$ cat src/rtl/reg_bank_pkg.sv
// Shared definitions for the register bank and the word-select mux it feeds:
// geometry constants, FSM encoding and the flat-bus word extraction helper.
package reg_bank_pkg;

  localparam int WIDTH  = 16;
  localparam int DEPTH  = 8;
  localparam int ADDR_W = 3;
  localparam int NBYTES = WIDTH / 8;

  typedef enum logic {
    ST_IDLE  = 1'b0,
    ST_CLEAR = 1'b1
  } state_t;

  // Word i sits at bits 16*i+15:16*i, so sel=i returns register i.
  function automatic logic [WIDTH-1:0] word_of(input logic [DEPTH*WIDTH-1:0] q,
                                               input logic [ADDR_W-1:0]      sel);
    return q[WIDTH*sel +: WIDTH];
  endfunction

endpackage

$ cat src/rtl/reg_bank_if.sv
// Write/clear request bus and register-bank status outputs, grouped as one
// interface with a master (requester) and slave (bank) view.
interface reg_bank_if;
  import reg_bank_pkg::*;

  logic                    wr_req;
  logic [ADDR_W-1:0]       wr_addr;
  logic [WIDTH-1:0]        wr_data;
  logic [NBYTES-1:0]       byte_en;
  logic                    clr_req;
  logic [DEPTH*WIDTH-1:0]  Q;
  logic [DEPTH-1:0]        valid;
  logic                    busy;
  logic                    wr_ack;
  logic                    wr_err;

  modport master (
    output wr_req, wr_addr, wr_data, byte_en, clr_req,
    input  Q, valid, busy, wr_ack, wr_err
  );

  modport slave (
    input  wr_req, wr_addr, wr_data, byte_en, clr_req,
    output Q, valid, busy, wr_ack, wr_err
  );

endinterface

$ cat src/rtl/reg_word.sv
// One register word with per-byte write enables and a synchronous clear that
// takes priority over any write in the same cycle.
module reg_word
  import reg_bank_pkg::*;
(
  input  logic              clk,
  input  logic              rst_n,
  input  logic [NBYTES-1:0] i_we,
  input  logic              i_clr,
  input  logic [WIDTH-1:0]  i_data,
  output logic [WIDTH-1:0]  o_q
);

  logic [WIDTH-1:0] r_q;

  // NOTE: every word is reset because Q must read all-zero the moment rst_n
  // drops; non-blocking assignments keep all words updating on the same edge.
  always_ff @(posedge clk or negedge rst_n) begin
    if (!rst_n) begin
      r_q <= '0;
    end else if (i_clr) begin
      r_q <= '0;
    end else begin
      for (int b = 0; b < NBYTES; b++) begin
        if (i_we[b]) r_q[8*b +: 8] <= i_data[8*b +: 8];
      end
    end
  end

  assign o_q = r_q;

endmodule

$ cat src/rtl/reg_bank.sv
// 8 x 16-bit register bank: byte-enabled write port with ack/err pulses and a
// one-entry-per-cycle clear engine that rejects writes while it runs.
module reg_bank
  import reg_bank_pkg::*;
(
  input  logic       clk,
  input  logic       rst_n,
  reg_bank_if.slave  bus
);

  state_t                         r_state;
  state_t                         w_next_state;
  logic [ADDR_W-1:0]              r_clr_ptr;
  logic [DEPTH-1:0]               r_valid;
  logic                           r_wr_ack;
  logic                           r_wr_err;

  logic                           w_accept;
  logic                           w_reject;
  logic [DEPTH-1:0]               w_clr_hit;
  logic [DEPTH-1:0][NBYTES-1:0]   w_we;
  logic [DEPTH-1:0][WIDTH-1:0]    w_words;

  // NOTE: every signal gets a default before the case so no latch is inferred.
  always_comb begin
    w_next_state = r_state;
    w_accept     = 1'b0;
    w_reject     = 1'b0;
    w_clr_hit    = '0;
    w_we         = '0;
    case (r_state)
      ST_IDLE: begin
        if (bus.clr_req) begin
          w_next_state = ST_CLEAR;
          w_reject     = bus.wr_req;
        end else begin
          w_accept     = bus.wr_req;
        end
      end
      ST_CLEAR: begin
        w_reject             = bus.wr_req;
        w_clr_hit[r_clr_ptr] = 1'b1;
        if (r_clr_ptr == ADDR_W'(DEPTH - 1)) w_next_state = ST_IDLE;
      end
      default: w_next_state = ST_IDLE;
    endcase
    if (w_accept) w_we[bus.wr_addr] = bus.byte_en;
  end

  always_ff @(posedge clk or negedge rst_n) begin
    if (!rst_n) begin
      r_state   <= ST_IDLE;
      r_clr_ptr <= '0;
      r_valid   <= '0;
      r_wr_ack  <= 1'b0;
      r_wr_err  <= 1'b0;
    end else begin
      r_state   <= w_next_state;
      r_wr_ack  <= w_accept;
      r_wr_err  <= w_reject;
      // Pointer sits at 0 in IDLE so a new clear always starts at word 0.
      r_clr_ptr <= (r_state == ST_CLEAR) ? r_clr_ptr + 1'b1 : '0;
      for (int i = 0; i < DEPTH; i++) begin
        if (w_clr_hit[i])      r_valid[i] <= 1'b0;
        else if (|w_we[i])     r_valid[i] <= 1'b1;
      end
    end
  end

  for (genvar g = 0; g < DEPTH; g++) begin : g_word
    reg_word u_word (
      .clk    (clk),
      .rst_n  (rst_n),
      .i_we   (w_we[g]),
      .i_clr  (w_clr_hit[g]),
      .i_data (bus.wr_data),
      .o_q    (w_words[g])
    );
  end

  assign bus.Q      = w_words;
  assign bus.valid  = r_valid;
  assign bus.busy   = (r_state == ST_CLEAR);
  assign bus.wr_ack = r_wr_ack;
  assign bus.wr_err = r_wr_err;

endmodule

$ cat src/flat_wrapper.sv
// flat-port wrapper written by rule: the top's interface ports become plain ports
module reg_bank_flat import reg_bank_pkg::*;
  (clk, rst_n, bus_wr_req, bus_wr_addr, bus_wr_data, bus_byte_en, bus_clr_req, bus_Q, bus_valid, bus_busy, bus_wr_ack, bus_wr_err);
  reg_bank_if bus_i ();
  input  logic clk;
  input  logic rst_n;
  input wire logic [$bits(bus_i.wr_req)-1:0] bus_wr_req;
  input wire logic [$bits(bus_i.wr_addr)-1:0] bus_wr_addr;
  input wire logic [$bits(bus_i.wr_data)-1:0] bus_wr_data;
  input wire logic [$bits(bus_i.byte_en)-1:0] bus_byte_en;
  input wire logic [$bits(bus_i.clr_req)-1:0] bus_clr_req;
  output wire logic [$bits(bus_i.Q)-1:0] bus_Q;
  output wire logic [$bits(bus_i.valid)-1:0] bus_valid;
  output wire logic [$bits(bus_i.busy)-1:0] bus_busy;
  output wire logic [$bits(bus_i.wr_ack)-1:0] bus_wr_ack;
  output wire logic [$bits(bus_i.wr_err)-1:0] bus_wr_err;
  assign bus_i.wr_req = bus_wr_req;
  assign bus_i.wr_addr = bus_wr_addr;
  assign bus_i.wr_data = bus_wr_data;
  assign bus_i.byte_en = bus_byte_en;
  assign bus_i.clr_req = bus_clr_req;
  assign bus_Q = bus_i.Q;
  assign bus_valid = bus_i.valid;
  assign bus_busy = bus_i.busy;
  assign bus_wr_ack = bus_i.wr_ack;
  assign bus_wr_err = bus_i.wr_err;
  reg_bank u_core (.clk(clk), .rst_n(rst_n), .bus(bus_i));
endmodule
$ cat config.mk
export PLATFORM = sky130hd
export DESIGN_NAME = reg_bank_flat
export DESIGN_NICKNAME = d
export VERILOG_FILES = /design/src/rtl/reg_bank_pkg.sv /design/src/rtl/reg_bank_if.sv /design/src/rtl/reg_word.sv /design/src/rtl/reg_bank.sv /design/src/flat_wrapper.sv
export SDC_FILE = /design/constraint.sdc
export NUM_CORES = 1
export LEC_CHECK = 0
export ABC_AREA = 1
export BUFFER_PORTS_ARGS = -buffer_cell sky130_fd_sc_hd__buf_2
export CELL_PAD_IN_SITES_DETAIL_PLACEMENT = 0
export CELL_PAD_IN_SITES_GLOBAL_PLACEMENT = 1
export CORE_ASPECT_RATIO = 1.4
export CORE_UTILIZATION = 41
export DETAILED_ROUTE_END_ITERATION = 10
export PLACE_DENSITY = 0.92
export REMOVE_ABC_BUFFERS = 1
export SETUP_SLACK_MARGIN = 0.2
export SLEW_MARGIN = 20
export SYNTH_ARGS = -nofsm -noshare
export SYNTH_HDL_FRONTEND = slang
export SYNTH_SLANG_ARGS = --single-unit
$ cat constraint.sdc
create_clock -name clk -period 3.87 [get_ports clk]
set_input_delay 0.5805 -clock clk [delete_from_list [all_inputs] [get_ports clk]]
set_output_delay 0.5805 -clock clk [all_outputs]
set_load 0.02 [all_outputs]
==> flow_summary.yaml <==
outcome:
  status: "finished clean"
final_layout:
  area_growth_pct: 27.5
  drive_gt1_frac: 0.265
  seqCellArea_mm2: 0.00355
  n_antenna_cell: 0
  multiInputGateArea_mm2: 0.00199
  fin_cells: 1013
  nNetsFinal: 845
  fillCellCount: 1317
  final_area_mm2: 0.00732
timing:
  hold_viol_final: 0
  period_share: 0.453
  max_clock_freq_ghz: 0.571
  fin_skew_ns: 0.00652
  fin_crit_ns: 1.75
  slew_headroom: 0.499
  drv_slew: 0
  holdWs_ns: 0.204
  worst_slew_pin_slew_ns: 0.751
  final.setup.tns_ns: 0
  rsz0062_at_grt: "false"
  finalSetupViolCount: 0
power_and_ir_drop:
  power.density_mw_per_mm2: 580
  internal-power_mw: 2.91
  p_sw_mw: 1.33
  pwr-share-clk: 0.393
  p_sw_frac: 0.314
  pwr-share-comb: 0.194
  irDropWorstVdd_mv: 0.302
  seqPwrFrac: 0.412
  power_leakage_nw: 4.49
global_route:
  grt_max_degree: 81
  top_usage_layer: "met2"
  antenna_found_initial: 0
  track_usage: 0.245
  overflow: 0
  gr-usage-met2: 0.422
  grt.met3_usage: 0.0584
  grt_pass1_wl_um: 26100
  grt_pass1_vias: 4843
  gr-usage-met1: 0.296
min_path:
  hp-class: "input pin to async pin"
synthesis:
  synth_top_family_by_area: "simple AND/OR/NAND/NOR gates"
  synth.area.mux_share: 0
  synthXorXnorAreaFrac: 0
  synthSimpleGateAreaFrac: 0.341
  avgSynthCellArea_um2: 8.69
  synth_cells: 660
  synth.distinct_cells: 14
  yosys_warnings: 0
  synth-seq-cells: 142
  ys_seq_area_frac: 0.619
  synth_compound_area_frac: 0.000872
  synth.cell_area_mm2: 0.00574
  synth_fa_ha_area_frac: 0.00436
setup_path:
  crit_chain: "buf_2"
  critPathArrivalTime_ns: 1.17
  path_buf_inv: 1
  crit_path_top_delay_cell: "dfrtp_1"
  path_max_fanout: 8
  r2r_setup_slack_ns: 2.13
  cp-end-kind: "output port"
  critical-path-max-stage-delay_ns: 0.52
  critPathLaunchType: "flip-flop"
  cp_top_family: "flip-flops"
  crit_type: "flip-flop to output port"
  critical_path_required_ns: 3.29
floorplan:
  chipHeight_um: 142
  initial_utilization: 0.425
  io_pins: 164
  core_mm2: 0.0135
  die_w_um: 102
  die_area_mm2: 0.0145
  rows: 50
drt:
  wl_um: 16800
  drt_first_pass_iters: 4
  wl_per_cell_um: 16.5
  ant_nets: 0
  drt-initial-drc-count: 229
  vias_per_cell: 4.97
  drc_errors: 0
  vias: 5035
place:
  place_hpwl_um: 11800
  finalWeightedCongestion: 0.790
  port_buffers: 163
  numPlacedInstances: 981
  placedInstanceArea_mm2: 0.00671
cts:
  clock_sink_count: 142
  cts_repair_resize_count: 0
  clock_latency_ns: 0.41
  root_buffer: "clkbuf_16"
  cts_tree: "built"
  post_cts_buffers: 0
  cts_buffer_depth: 2
  h-tree-depth: 4
  cts_buffers: 17
  cts.clk_slew.worst_paths_ns: 0.06
  postCtsHoldBufs: 0
run:
  drv_cap: 0
==> power by group through the flow <==
stage	combinational (mW)	clock (mW)	sequential (mW)
floorplan	0.311	0	1.93
global placement	0.828	0	1.77
detailed placement	0.837	0	1.77
CTS	0.838	1.70	1.75
global route	0.925	1.77	1.77
finish	0.824	1.67	1.75
==> cell families after synthesis <==
logic type | after synthesis
AND/OR/NAND/NOR | 465
flip-flops | 142
buffers and inverters | 50
adder cells (fa/ha/maj) | 2
AO/OA/AOI/OAI | 1
==> layout by cell type (no fill, tap or decap) <==
master and n:
bufinv_16 3, clkinv_2 3, buf_6 1, nand3_1 140
buf_12 1, clkinvlp_4 3, inv_2 15, clkbuf_1 2
clkinv_4 1, dfrtp_1 142, nor2_1 14, inv_1 10
clkbuf_8 3, ha_1 2, a21oi_1 1, nor2_4 1
nor2_2 10, nand2_1 296, nor3_1 4, buf_2 162
clkbuf_16 17
==> stage by stage <==
| stage | total power, mW | setup WS [ns] | utilization |
|---|---|---|---|
| floorplan | 2.24 | 2.34 | - |
| global placement | 2.60 | 1.93 | 0.496 |
| detailed placement | 2.61 | 1.93 | 0.496 |
| CTS | 4.29 | 2.09 | 0.541 |
| global route | 4.46 | 1.91 | 0.541 |
| finish | 4.24 | 2.12 | 0.541 |
==> cells in the mapped netlist <==
cell type	instances	area, um2
a21oi_1	1	5.00
buf_1	1	3.75
buf_2	7	35.0
clkbuf_1	17	63.8
dfrtp_1	142	3550
ha_1	2	25.0
inv_1	10	37.5
inv_2	15	56.3
nand2_1	296	1110
nand3_1	140	701
nor2_1	14	52.6
nor2_2	10	62.6
nor2_4	1	11.3
nor3_1	4	20.0
==> state kept, by name (all words and copies together) (netlist names) <==
signal                    count
u_core.g_word.u_word.o_q    128
u_core.bus.valid              8
u_core.r_clr_ptr              3
u_core.bus.busy               1
u_core.bus.wr_ack             1
u_core.bus.wr_err             1
==> path summary, 6_finish.rpt <==
kind                                                            startpoint                                          end  depth (start not counted)
worst max-delay path                             u_core.bus.busy$_DFF_PN0_                                     bus_busy                          1
worst min-delay path                                                 rst_n  u_core.g_word[2].u_word.o_q[14]$_DFFE_PN0P_                          1
worst max register to register                   u_core.bus.busy$_DFF_PN0_   u_core.g_word[4].u_word.o_q[0]$_DFFE_PN0P_                          6
worst min register to register  u_core.g_word[6].u_word.o_q[6]$_DFFE_PN0P_   u_core.g_word[6].u_word.o_q[6]$_DFFE_PN0P_                          2
max in group asynchronous                                            rst_n   u_core.g_word[5].u_word.o_q[0]$_DFFE_PN0P_                          2
min in group clk                                                bus_wr_req                  u_core.bus.wr_err$_DFF_PN0_                          3
==> cell type report <==
class                           count  area share
Sequential cell                   142       0.486
Multi-Input combinational cell    468       0.272
Timing Repair Buffer              164       0.115
Clock buffer                       22      0.0648
Tap cell                          182      0.0311
Clock inverter                     10      0.0186
Inverter                           25      0.0128
==> routing by layer <==
layer / vias to the layer above / part of all wire
met4: 0 / 0.013
met1: 2444 / 0.41
met3: 14 / 0.054
met5: - / 0
li1: 2424 / -
met2: 153 / 0.52
(Power assumes the default switching activity.)
